[src/rtl/cpu_run_ctrl_pkg.sv]
// Shared types for the core execution controller.
package cpu_run_ctrl_pkg;

  typedef enum logic [1:0] {
    RS_HALT  = 2'd0,
    RS_RUN   = 2'd1,
    RS_STEP  = 2'd2,
    RS_BREAK = 2'd3
  } run_state_t;

endpackage

[src/rtl/cpu_run_ctrl_edge_detect.sv]
// Rising-edge detector; history resets to 1 so a level held through reset gives no edge.
module Edge_Detect (
  input  logic clk,
  input  logic rst,
  input  logic level,
  output logic rise
);

  logic level_q;

  // Remember last cycle's level.
  always_ff @(posedge clk or posedge rst) begin
    if (rst) level_q <= 1'b1;
    else     level_q <= level;
  end

  assign rise = level & ~level_q;

endmodule

[src/rtl/cpu_run_ctrl.sv]
// Run/halt/step/breakpoint controller producing the per-cycle commit enable,
// plus cycle and retired-instruction counters.
module cpu_run_ctrl
  import cpu_run_ctrl_pkg::*;
#(
  parameter int CNT_W = 16
) (
  input  logic             clk,
  input  logic             rst,
  input  logic             run_btn,
  input  logic             step_btn,
  input  logic             halt_btn,
  input  logic             bp_en,
  input  logic [15:0]      bp_addr,
  input  logic [15:0]      pc,
  input  logic             is_halt,
  output logic             core_en,
  output logic [1:0]       state,
  output logic             bp_hit,
  output logic [CNT_W-1:0] cycles,
  output logic [CNT_W-1:0] retired
);

  run_state_t cur_st, nxt_st;
  logic run_rise, step_rise, halt_rise;
  logic bp_skip;
  logic bp_match, stop;

  Edge_Detect u_run_edge  (.clk(clk), .rst(rst), .level(run_btn),  .rise(run_rise));
  Edge_Detect u_step_edge (.clk(clk), .rst(rst), .level(step_btn), .rise(step_rise));
  Edge_Detect u_halt_edge (.clk(clk), .rst(rst), .level(halt_btn), .rise(halt_rise));

  assign bp_match = bp_en & (pc == bp_addr) & ~bp_skip;
  assign stop     = halt_rise | is_halt | bp_match;
  assign state    = cur_st;

  // Next-state and commit enable.
  always_comb begin
    nxt_st  = cur_st;
    core_en = 1'b0;
    unique case (cur_st)
      RS_HALT: begin
        if (run_rise)       nxt_st = RS_RUN;
        else if (step_rise) nxt_st = RS_STEP;
      end
      RS_RUN: begin
        core_en = ~stop;
        if (halt_rise | is_halt) nxt_st = RS_HALT;
        else if (bp_match)       nxt_st = RS_BREAK;
      end
      RS_STEP: begin
        core_en = ~is_halt;
        nxt_st  = RS_HALT;
      end
      RS_BREAK: begin
        if (halt_rise)      nxt_st = RS_HALT;
        else if (run_rise)  nxt_st = RS_RUN;
        else if (step_rise) nxt_st = RS_STEP;
      end
      default: nxt_st = RS_HALT;
    endcase
  end

  // State register and breakpoint-hit pulse.
  always_ff @(posedge clk or posedge rst) begin
    if (rst) begin
      cur_st <= RS_HALT;
      bp_hit <= 1'b0;
    end else begin
      cur_st <= nxt_st;
      bp_hit <= (cur_st == RS_RUN) && (nxt_st == RS_BREAK);
    end
  end

  // Breakpoint skip: lets the breakpointed instruction commit once after resume.
  always_ff @(posedge clk or posedge rst) begin
    if (rst)                                       bp_skip <= 1'b0;
    else if (nxt_st == RS_HALT || core_en)         bp_skip <= 1'b0;
    else if (cur_st == RS_BREAK && nxt_st == RS_RUN) bp_skip <= 1'b1;
  end

  // Saturating active-cycle counter and wrapping retired counter.
  always_ff @(posedge clk or posedge rst) begin
    if (rst) begin
      cycles  <= '0;
      retired <= '0;
    end else begin
      if ((cur_st == RS_RUN || cur_st == RS_STEP) && cycles != '1)
        cycles <= cycles + 1'b1;
      if (core_en)
        retired <= retired + 1'b1;
    end
  end

endmodule
[config.mk]
export PLATFORM = sky130hd
export DESIGN_NAME = cpu_run_ctrl
export DESIGN_NICKNAME = d
export VERILOG_FILES = /design/src/rtl/cpu_run_ctrl_pkg.sv /design/src/rtl/cpu_run_ctrl_edge_detect.sv /design/src/rtl/cpu_run_ctrl.sv
export SDC_FILE = /design/constraint.sdc
export NUM_CORES = 1
export LEC_CHECK = 0
export CORE_AREA = 10 10 79 81
export CTS_CLUSTER_SIZE = 40
export DETAILED_ROUTE_END_ITERATION = 12
export DIE_AREA = 0 0 89 91
export GPL_ROUTABILITY_DRIVEN = 0
export PLACE_DENSITY = 0.83
export SLEW_MARGIN = 15
export SYNTH_ARGS = -nofsm -noshare
export SYNTH_HDL_FRONTEND = slang
export SYNTH_SLANG_ARGS = --single-unit
[constraint.sdc]
create_clock -name clk -period 3.15 [get_ports clk]
set_input_delay 0.945 -clock clk [delete_from_list [all_inputs] [get_ports clk]]
set_output_delay 0.945 -clock clk [all_outputs]
set_load 0.03 [all_outputs]
==> results.cfg <==
[outcome]
status = complete, no violations

[run]
drv_cap = 0

[critical_path]
cp_max_fo = 2
cp.arrival_ns = 2.13
startpoint_type = primary input
worst_path_dominant_cell_family = simple AND/OR/NAND/NOR gates
cp-end-kind = primary output
crit_slowest_cell = nor4_1
reg2reg_depth = 7
regToRegSetupSlack_ns = 1.00
worst-path-buf-inv = 2
cp_cell_sequence = clkdlybuf4s15_1 -> xor2_1 -> nor4_1 -> nand3_1 -> o21bai_2 -> nor3_2 -> buf_4
max_stage_delay_ns = 0.27
cp.required_ns = 2.20
r2r-start = state[1]
regToRegEndpoint = retired[15]
worstSetupPathType = in -> out

[power]
p_sw_share_pct = 40.1
seq_power_share_pct = 38.5
p_comb_share_pct = 43.4
peakVddDrop_mv = 0.557
p_clk_share_pct = 18.1
finalPower_uw = 1780
switchingPower_uw = 713
powerDensity_nw_per_um2 = 609
p_int_uw = 1070
leakagePower_uw = 0.00134

[timing]
slew_violations = 0
max_freq_mhz = 326
finalHoldViolCount = 0
setup_ws_ns = 0.0795
fin_hold_ws_ns = 0.465
slew_headroom_pct = 41.7
worst_pin_slew_ns = 0.869
setup_viol = 0
setup-tns-final_ns = 0
finClkSkew_ns = 0.00584
post-route-period-util_pct = 97.5
period_needed_ns = 3.07
rsz0062_at_grt = no

[hold_path]
min_path_cells = 1
hp-start = retired[15]
min_path_type = reg -> reg
min_to = retired[15]

[drt]
vias_per_cell = 5.17
dr.pass1.iters = 4
drc = 0
vias = 1720
drt_iter0_markers = 81
wl_um = 5080
routedWlPerCell_um = 15.3
antenna_left = 0

[yosys]
synth_top_area_cell = dfrtp_1
synth_enable_flop_cells = 0
synth-main-ff-cell = dfrtp_1
synth_cell_types = 33
yosys_warnings = 0
netlist_instances = 193
syn_nets = 238
synth_top_area_share_pct = 44.7
synthTopCellsByArea = dfrtp_1, xor2_1, xnor2_1
ys_ff_latch = 39
syn_area_per_cell_um2 = 10.4
synth-seq-area-share_pct = 48.6
synth_area_um2 = 2020
async_reset_ff_share_pct = 100

[floorplanning]
ioPinCount = 75
die_w_um = 89
start_util_pct = 43.2
die_height_um = 91
die_area_um2 = 8100
core_um2 = 4660
row_count = 25

[cells_and_area]
diodes = 0
nNetsFinal = 323
area_delta_synth_final_pct = 44.8
drive_gt1_share_pct = 12.5

[clocking]
clkTransAtPathRegs_ns = 0.07
cts_tree = built
clk_latency_ns = 0.29
htree_levels = 2
cts_buffer_depth = 2
cts-root-buf = clkbuf_8
numCtsBuffers = 5
cts_sinks = 39

[global_routing]
grt_pass1_wl_um = 8220
antenna_found_initial = 0
grt_usage_pct = 12.8
grt_pass1_vias = 1764
grt.overflow.total = 0
grt_max_degree = 40

[placement]
port_buffers = 74
dp_slack_ns = -0.304
place_hpwl_um = 4040
-- cell type report --
cell class,count,area [um^2]
Timing Repair Buffer,80,728
Fill cell,389,1740
Multi-Input combinational cell,142,1030
Tap cell,54,67.6
Sequential cell,39,980
Inverter,10,37.5
Clock buffer,8,80.1
-- power by group through the flow --
stage          Combinational (uW)  Sequential [uW]  Clock (uW)
2_1_floorplan                 323              824           0
3_3_place_gp                  757              691           0
3_5_place_dp                  779              692           0
4_1_cts                       773              685         331
5_1_grt                       836              699         351
6_report                      772              685         322
-- routing by layer --
layer | vias up | wire length [um] | GRT usage, %
li1 | 841 | - | -
met1 | 825 | 2010 | 13.6
met2 | 42 | 2660 | 22.2
met3 | 12 | 292 | 4.47
met4 | 0 | 113 | 5.17
met5 | - | 0 | 0
-- how the worst max path moves through the flow --
stage | from | end | slack [ns] | cells past startpoint
finish | pc[1] | core_en | 0.08 | 7
global route | bp_addr[6] | core_en | 0.005 | 7
CTS | bp_addr[12] | core_en | 0.007 | 7
detailed placement | bp_addr[10] | core_en | -0.30 | 7
global placement | bp_addr[4] | core_en | -0.24 | 7
floorplan | bp_addr[11] | core_en | 0.22 | 5
-- layout by cell type, fill, tap and decap left out, types with 3 or more instances in the layout --
cell type,instances
buf_2,3
clkbuf_2,5
xnor2_1,12
dlygate4sd2_1,13
dfstp_2,3
clkbuf_1,3
clkdlybuf4s15_1,11
nor4_1,6
nor2b_1,5
and3_1,6
xor2_1,27
o21ai_0,3
clkbuf_8,5
dfrtp_1,36
nand4_1,4
ha_1,6
nand2_1,15
a21oi_1,5
nand3_1,12
clkdlybuf4s50_1,40
inv_1,10
a31oi_1,3
nor2_1,9
nor3_1,4
buf_4,7
-- per-stage QoR --
step                      util (%)  instance area (um^2)  std cells
after floorplan                  -                  2020        193
after global placement        61.0                  2840        323
after detailed placement      61.0                  2840        323
after CTS                     62.6                  2920        332
after global routing          62.6                  2920        333
final                         62.6                  2920        333
-- cell usage after synthesis (all sizes together) (3+ instances only) --
cell type	instances
a21oi	5
a31oi	3
and3	6
dfrtp	36
dfstp	3
ha	6
inv	10
nand2	15
nand2b	3
nand3	12
nand4	4
nor2	9
nor2b	5
nor3	6
nor4	7
o21ai	3
xnor2	12
xor2	29
-- flip-flops by register name, indices dropped and copies added, names as in the netlist --
signal	cells
cycles	16
retired	16
state	2
bp_hit	1
bp_skip	1
u_halt_edge.level_q	1
u_run_edge.level_q	1
u_step_edge.level_q	1
-- repair_timing --
action | in CTS | in global routing
buffers inserted | 1 | 1
gates resized for setup | 54 | 15
setup endpoints to repair | 1 | 1
pin swaps | 20 | 10
hold buffers | 0 | 0
-- logic make-up (layout without fill, tap and decap cells) --
logic type	after synthesis	count (layout)	share of synthesized area, %
AND/OR/NAND/NOR	76	76	20.5
XOR/XNOR	41	41	17.8
flip-flops	39	39	48.6
AO/OA/AOI/OAI	17	17	5.83
buffers and inverters	12	98	2.36
adder cells (fa/ha/maj)	6	6	3.72
multiplexers	2	2	1.12
No activity file was read; power rests on OpenSTA's default activity.
